## src/rtl/pool_layer_pkg.sv

```systemverilog
// Shared conv/pool package: datapath widths, the channel-vector type and the
// row-parity FSM states used by the pooling stage.
package pool_layer_pkg;

    localparam int DATA_WIDTH = 32;
    localparam int NUM_KERNEL = 6;
    localparam int BUS_WIDTH  = DATA_WIDTH * NUM_KERNEL;

    typedef logic signed [DATA_WIDTH-1:0] chan_t;
    typedef logic [BUS_WIDTH-1:0]         chan_vec_t;

    typedef enum logic [1:0] {
        IDLE     = 2'd0,
        EVEN_ROW = 2'd1,
        ODD_ROW  = 2'd2
    } pool_state_t;

endpackage

```

## src/rtl/pool_layer_max_cmp.sv

```systemverilog
// Combinational signed two-input maximum for one channel lane.
module max_cmp
    import pool_layer_pkg::*;
(
    input  logic [DATA_WIDTH-1:0] a,
    input  logic [DATA_WIDTH-1:0] b,
    output logic [DATA_WIDTH-1:0] y
);

    assign y = ($signed(a) >= $signed(b)) ? a : b;

endmodule

```

## src/rtl/pool_layer_top.sv

```systemverilog
// 2x2 stride-2 max pooling over a raster-order stream of six-channel pixels.
// Even rows fold pixel pairs into a half-width line buffer; odd rows emit.
module pool_layer_top
    import pool_layer_pkg::*;
#(
    parameter int FMAP_WIDTH  = 14,
    parameter int FMAP_HEIGHT = 14
) (
    input  logic                 clk,
    input  logic                 rst_n,
    input  logic                 enable,
    input  logic                 i_valid,
    input  logic [BUS_WIDTH-1:0] i_pixel_bus,
    output logic                 o_valid,
    output logic [BUS_WIDTH-1:0] o_pixel_bus,
    output logic                 o_frame_done
);

    localparam int COL_W    = $clog2(FMAP_WIDTH);
    localparam int ROW_W    = $clog2(FMAP_HEIGHT);
    localparam int LB_DEPTH = FMAP_WIDTH / 2;
    localparam int LB_AW    = (LB_DEPTH > 1) ? $clog2(LB_DEPTH) : 1;

    pool_state_t      state;
    pool_state_t      next_state;
    logic [COL_W-1:0] col;
    logic [COL_W-1:0] col_next;
    logic [ROW_W-1:0] row;
    logic [ROW_W-1:0] row_next;
    logic [LB_AW-1:0] lb_idx;

    logic      accept;
    logic      odd_col;
    logic      col_wrap;
    logic      row_wrap;
    chan_vec_t pair_reg;
    chan_vec_t stage1;
    chan_vec_t stage2;
    chan_vec_t lb_rd;
    chan_vec_t line_buf [LB_DEPTH];

    assign accept   = enable && i_valid;
    assign odd_col  = col[0];
    assign col_wrap = (col == COL_W'(FMAP_WIDTH - 1));
    assign row_wrap = (row == ROW_W'(FMAP_HEIGHT - 1));
    assign lb_idx   = LB_AW'(col >> 1);
    assign lb_rd    = line_buf[lb_idx];

    for (genvar k = 0; k < NUM_KERNEL; k++) begin : g_lane
        localparam int LO = (NUM_KERNEL - 1 - k) * DATA_WIDTH;

        max_cmp u_pair_max (
            .a (pair_reg[LO +: DATA_WIDTH]),
            .b (i_pixel_bus[LO +: DATA_WIDTH]),
            .y (stage1[LO +: DATA_WIDTH])
        );

        max_cmp u_window_max (
            .a (stage1[LO +: DATA_WIDTH]),
            .b (lb_rd[LO +: DATA_WIDTH]),
            .y (stage2[LO +: DATA_WIDTH])
        );
    end

    // The FSM only tracks row parity; IDLE behaves as an even row for its first beat.
    always_comb begin
        next_state = state;
        col_next   = col;
        row_next   = row;
        if (!enable) begin
            next_state = IDLE;
            col_next   = '0;
            row_next   = '0;
        end else if (accept) begin
            col_next = col_wrap ? '0 : col + COL_W'(1);
            if (col_wrap) begin
                row_next = row_wrap ? '0 : row + ROW_W'(1);
            end
            case (state)
                IDLE:     next_state = EVEN_ROW;
                EVEN_ROW: if (col_wrap) next_state = ODD_ROW;
                ODD_ROW:  if (col_wrap) next_state = EVEN_ROW;
                default:  next_state = IDLE;
            endcase
        end
    end

    always_ff @(posedge clk or negedge rst_n) begin
        if (!rst_n) begin
            state <= IDLE;
            col   <= '0;
            row   <= '0;
        end else begin
            state <= next_state;
            col   <= col_next;
            row   <= row_next;
        end
    end

    always_ff @(posedge clk or negedge rst_n) begin
        if (!rst_n) begin
            pair_reg <= '0;
        end else if (accept && !odd_col) begin
            pair_reg <= i_pixel_bus;
        end
    end

    // Line buffer needs no reset: every entry is rewritten on an even row before it is read.
    always_ff @(posedge clk) begin
        if (accept && odd_col && (state != ODD_ROW)) begin
            line_buf[lb_idx] <= stage1;
        end
    end

    always_ff @(posedge clk or negedge rst_n) begin
        if (!rst_n) begin
            o_valid      <= 1'b0;
            o_frame_done <= 1'b0;
            o_pixel_bus  <= '0;
        end else begin
            o_valid      <= 1'b0;
            o_frame_done <= 1'b0;
            if (accept && odd_col && (state == ODD_ROW)) begin
                o_valid      <= 1'b1;
                o_pixel_bus  <= stage2;
                o_frame_done <= col_wrap && row_wrap;
            end
        end
    end

endmodule

```

## config.mk

```make
export PLATFORM = sky130hd
export DESIGN_NAME = pool_layer_top
export DESIGN_NICKNAME = d
export VERILOG_FILES = /design/src/rtl/pool_layer_pkg.sv /design/src/rtl/pool_layer_max_cmp.sv /design/src/rtl/pool_layer_top.sv
export SDC_FILE = /design/constraint.sdc
export NUM_CORES = 2
export LEC_CHECK = 0
export CAP_MARGIN = 20
export CORE_ASPECT_RATIO = 0.9
export CORE_MARGIN = 8
export CORE_UTILIZATION = 55
export DETAILED_ROUTE_END_ITERATION = 7
export PLACE_DENSITY = 0.78
export SKIP_CTS_REPAIR_TIMING = 1
export SLEW_MARGIN = 10
export SYNTH_ARGS = -nofsm -noshare
export SYNTH_HDL_FRONTEND = slang
export SYNTH_SLANG_ARGS = --single-unit
```

## constraint.sdc

```tcl
create_clock -name clk -period 19.3 [get_ports clk]
set_input_delay 5.79 -clock clk [delete_from_list [all_inputs] [get_ports clk]]
set_output_delay 5.79 -clock clk [all_outputs]
set_load 0.005 [all_outputs]
```

### After elaboration in Yosys (flattened, before gate mapping)

Memory sizes are Yosys's and may differ from the RTL's.
Index checks and enable logic that the tools add are counted.

* flip-flop bits (word level): 396
* memory bits (writable): 1344
* bits of input ports: 196
* output and inout port bits: 194
* word-level logic and storage cells: 69
* memories kept: 1

Memories
* line_buf: depth 7, width 192, rd ports 1, clocked after Yosys merged registers in 0, wr ports 1, RTL line pool_layer_top.sv:40 `chan_vec_t line_buf [LB_DEPTH];`

* add/sub/neg operators: 2
* $lt $le $gt $ge: 12
* equal/unequal tests: 9
* mux-type cells: 28
* reductions and logical operators: 10

Operators by type and width (number)
* $ge 32x32->1: 12
* $mux 32: 12
* $mux 4: 7
* $add 4x1->4 const B: 2
* $eq 4x4->1 const B: 2
* $mux 2: 4
* $logic_and 1x1->1: 6
* $ne 3x3->1 const B: 2
* $pmux 2 s3: 1
* $mux 1: 4
* $ne 2x1->1 const B: 2
* $reduce_and 3->1: 1
* $eq 2x1->1 const B: 1
* $eq 2x2->1 const B: 1
* $logic_not 2->1: 1
* $ne 2x2->1 const B: 1
* $reduce_and 2->1: 1
* $logic_not 1->1: 1

### Depth between registers and ports, before layout

* depth in word-level cells: 5
* gate-level depth with buffers: 22
* mapped depth without buffers: 19

### Cells and area by module

A second synthesis with hierarchy kept.

* cells, all modules: 5270
* area total of the unflattened synthesis: 82053.7 µm²

Modules (own cells, without submodules)
* pool_layer_top: instances 1, cells an instance 3446, area each 65627.9 µm², sequential area each 50268.2 µm²
* max_cmp: instances 12, cells an instance 152, area each 1368.8 µm², sequential area each 0.0 µm²

### Worst setup path before layout

Ideal clock, no wire load.

* path kind: in2reg
* from: input i_valid
* to: memory line_buf[0][0] (netlist bit) (enable)
* arrival time: 24.620 ns
* required time: 18.085 ns
* setup slack: -6.535 ns
* stages on the path: 5
* buffers on the path: 2
* path through: clkbuf_1 and2_1 clkbuf_1 nand3_1 nor4_1

* word-level cells in the longest chain between the ends: 5

RTL lines
* start: declaration: RTL line pool_layer_top.sv:12 `input logic i_valid,`
* $logic_and 1x1->1: RTL line pool_layer_top.sv:42 `assign accept = enable && i_valid;`
* $logic_and 1x1->1 (2 in a row): RTL line pool_layer_top.sv:110 `if (accept && odd_col && (state != ODD_ROW)) begin`
* $mux 1: RTL line pool_layer_top.sv:110
* $mux 1 (not written as such): RTL line pool_layer_top.sv:111 `line_buf[lb_idx] <= stage1;`
* end: declaration: RTL line pool_layer_top.sv:40

No other way between the ends.

### Final worst setup path

* from: input i_pixel_bus[95]
* to: register o_pixel_bus[95]

* word-level cells in the longest chain between the ends: 4

RTL lines
* start: declaration: RTL line pool_layer_top.sv:13 `input logic [BUS_WIDTH-1:0] i_pixel_bus,`
* $ge 32x32->1: RTL line pool_layer_max_cmp.sv:10 `assign y = ($signed(a) >= $signed(b)) ? a : b;`
* $mux 32: RTL line pool_layer_max_cmp.sv:10
* named net g_lane[3].u_pair_max.y[25]: RTL line pool_layer_max_cmp.sv:7 `output logic [DATA_WIDTH-1:0] y`
* $ge 32x32->1: RTL line pool_layer_max_cmp.sv:10
* $mux 32: RTL line pool_layer_max_cmp.sv:10
* end signal: assignment: RTL line pool_layer_top.sv:125 `o_pixel_bus <= stage2;`
* end: declaration: RTL line pool_layer_top.sv:15 `output logic [BUS_WIDTH-1:0] o_pixel_bus,`

The timed path passes the listed nets, and every way through them passes these cells.
A chain may end at the register's enable or synchronous reset.

==> impl_metrics.ini <==
[power]
power.switching_mw = 2.69
swShare_pct = 27.5
seqPwrFrac_pct = 45.8
combPwrFrac_pct = 18.6
p_leak_nw = 33.7
intPower_mw = 7.10
cellPowerDensity_mw_per_mm2 = 110
clock_power_share_pct = 35.6
ir_drop_v = 0.0000874

[global_routing]
grt_max_degree = 137
grt_remaining_overflow = 0
track_usage_pct = 26.2
use_met2_pct = 43.2
grtUsageMet1_pct = 35.6
antenna_found_initial = 5
grtUsageMet3_pct = 4.73
top_usage_layer = met2
grt_first_pass_wirelength_um = 309000
first_global_vias = 50344

[sta]
drv_slew = 0
tightest_slew_ns = 1.10
skew_ns = 0.0302
fmax_mhz = 84.3
hold_viol_final = 0
fin_ws_ns = 7.44
period_needed_ns = 11.86
whs_ns = 0.484
setup_violations = 0
slew_headroom_pct = 26.4
rsz0062_at_grt = no
period_share_pct = 61.5

[cts]
clock_sinks = 1740
cts_tree = yes
htreeDepth = 4
clkLatencyLatePin_ns = 0.80
cts_root_buf = clkbuf_16
cts.path.max_buffers = 3
cts_buffers = 173
clk_pin_slew_worst_paths_ns = 0.06

[worst_setup_path]
critical_path_arrival_ns = 12.49
crit_fanout = 33
critPathKind = in -> reg
crit_top_cell = a21oi_1
crit_path_max_incr_delay_ns = 0.90
start_kind = primary input
end_kind = flop
crit_chain = clkdlybuf4s50_1 -> inv_1 -> ha_1 -> nand4_1 -> nor4_1 -> nand2_1 -> o211ai_1 -> xnor2_1 -> a31oi_4 -> buf_4 -> mux2i_1 -> inv_1 -> ha_1 -> a21oi_1 -> o221ai_1 -> a21oi_1 -> o21ai_0 -> a21oi_1 -> mux2i_4 -> a21o_1 -> o21ai_0
critPathSlowestCell = mux2i_4
required_ns = 19.93

[floorplan]
start_util_pct = 55.4
num_rows = 130
die_w_um = 411
ios = 390
die_h_um = 372
coreArea_mm2 = 0.140
dieArea_mm2 = 0.153

[final_layout]
syn2layout_area_growth_pct = 15.4
final_core_util_pct = 63.9
largest_reg_flops = 1344
drive_gt1_share_pct = 10.9
post-route-cell-area_mm2 = 0.0892
nets = 6662
final_cells = 8081

[job]
maxCapViolations = 0

[yosys]
seq_area_frac_synth_pct = 65.0
syn_nets = 6325
ys.flop_type = edfxtp_1
ys_top_cells_by_count = edfxtp_1 (1344), nand2_1 (454), dfrtp_1 (396)
synth-edff-count = 1344
synth.area.top_cells = edfxtp_1 (52%), dfrtp_1 (13%), ha_1 (6.2%)
yosys.area.top_type_share_pct = 52.2
netlist_area_mm2 = 0.0773
syn_avg_cell_area_um2 = 13.5
synth_cells = 5743
yosys_register_bits = 1740
yosysWarnings = 0
synth.most_common_cell = edfxtp_1
synth_area_leader_cell = edfxtp_1
async_reset_ff_share_pct = 22.8
synth_cell_types = 69

[route]
first_pass_iters = 7
wirelength_um = 205000
first_iter_violations = 5195
vias = 50308
wl_per_cell_um = 25.3
viasPerCell = 6.23
drcViolationCount = 0
antenna_left = 0

[placed_design]
gp_congestion = 0.869
place_hpwl_um = 125000
io_buffers = 389
dp_slack_ns = 6.70
placed_cell_area_mm2 = 0.0832
placed_cells = 7751

[run_status]
status = complete, no violations

[min_path]
min_path_type = reg -> reg
## through the flow
| stage | setup TNS [ns] | power (mW) |
|---|---|---|
| floorplan | -1378.17 | 5.76 |
| global placement | 0 | 6.26 |
| detailed placement | 0 | 6.34 |
| CTS | 0 | 9.81 |
| global route | 0 | 10.2 |
| finish | 0 | 9.78 |
## cell families (layout without fill, tap and decap cells)
group | Yosys count | in the layout | synth area share (%)
DFF | 1740 | 1740 | 65.0
buffers and inverters | 588 | 1074 | 2.94
muxes | 497 | 497 | 6.98
and+or+nand+nor | 1069 | 1069 | 6.17
AOI/OAI and AO/OA | 1458 | 1458 | 12.6
adders and majority gates | 386 | 386 | 6.25
xor gates and xnor gates | 5 | 5 | 0.0567
other | 0 | 4 | 0
## power by group through the flow
stage | logic, mW | registers (mW) | clock network (mW)
after floorplan | 1.22 | 4.54 | 0
after global placement | 1.71 | 4.55 | 0
after detailed placement | 1.78 | 4.56 | 0
after CTS | 1.80 | 4.48 | 3.53
after global routing | 2.00 | 4.49 | 3.67
final | 1.82 | 4.48 | 3.48
## placed cells by master, fill, tap and decap left out, types with 14 or more instances in the layout
master / count
nor3b_1: 48
edfxtp_1: 1344
mux2_2: 213
and2_1: 34
a211oi_1: 52
bufinv_16: 21
a32oi_1: 31
a221oi_1: 96
nand2_1: 454
clkdlybuf4s50_1: 388
mux2i_1: 262
clkbuf_16: 179
a21o_1: 62
buf_4: 85
clkbuf_1: 28
nand2b_1: 26
inv_1: 266
nand3_1: 28
nor2_1: 306
a31oi_1: 16
o21ai_0: 382
a22o_1: 97
nand4_1: 61
a221o_1: 79
ha_1: 386
nor3_1: 40
clkinv_1: 20
a31o_2: 28
a22oi_1: 137
a21oi_1: 340
dfrtp_1: 393
o211ai_1: 14
o211a_1: 14
clkinv_2: 38
o31ai_1: 65
## critical path: cells and delay by family
| kind | cells | cell delay [ns] |
|---|---|---|
| mux | 2 | 1.32 |
| xor+xnor | 1 | 0.12 |
| fa+ha+maj | 2 | 0.68 |
| simple gates | 3 | 0.75 |
| buf+inv | 4 | 1.29 |
| compound gates | 9 | 2.50 |
## layer usage
layer	up-vias	part of all wire [%]
met4	0	2.7
met5	-	0
li1	22566	-
met3	355	8.7
met1	25056	41
met2	2331	48
## worst paths after layout
kind / from / end / slack (ns) / depth (start not counted)
min in group asynchronous: rst_n / pair_reg[154] / 4.94 / 1
max reg2reg: col[1] / o_pixel_bus[128] / 11.99 / 15
min reg2reg: o_pixel_bus[154] / o_pixel_bus[154] / 0.48 / 2
max: i_pixel_bus[95] / o_pixel_bus[95] / 7.44 / 21
max in group asynchronous: rst_n / pair_reg[33] / 11.47 / 4
min: o_pixel_bus[154] / o_pixel_bus[154] / 0.48 / 2
## layout make-up
class	instances	area (µm²)
Tap cell	1848	2310
Clock inverter	104	1130
Inverter	269	1010
Timing Repair Buffer	481	4670
Antenna cell	4	10.0
Clock buffer	220	4760
Multi-Input combinational cell	3415	25000
Sequential cell	1740	50300
Fill cell	10010	50400
Note: power is estimated with default switching activity, not from simulation.
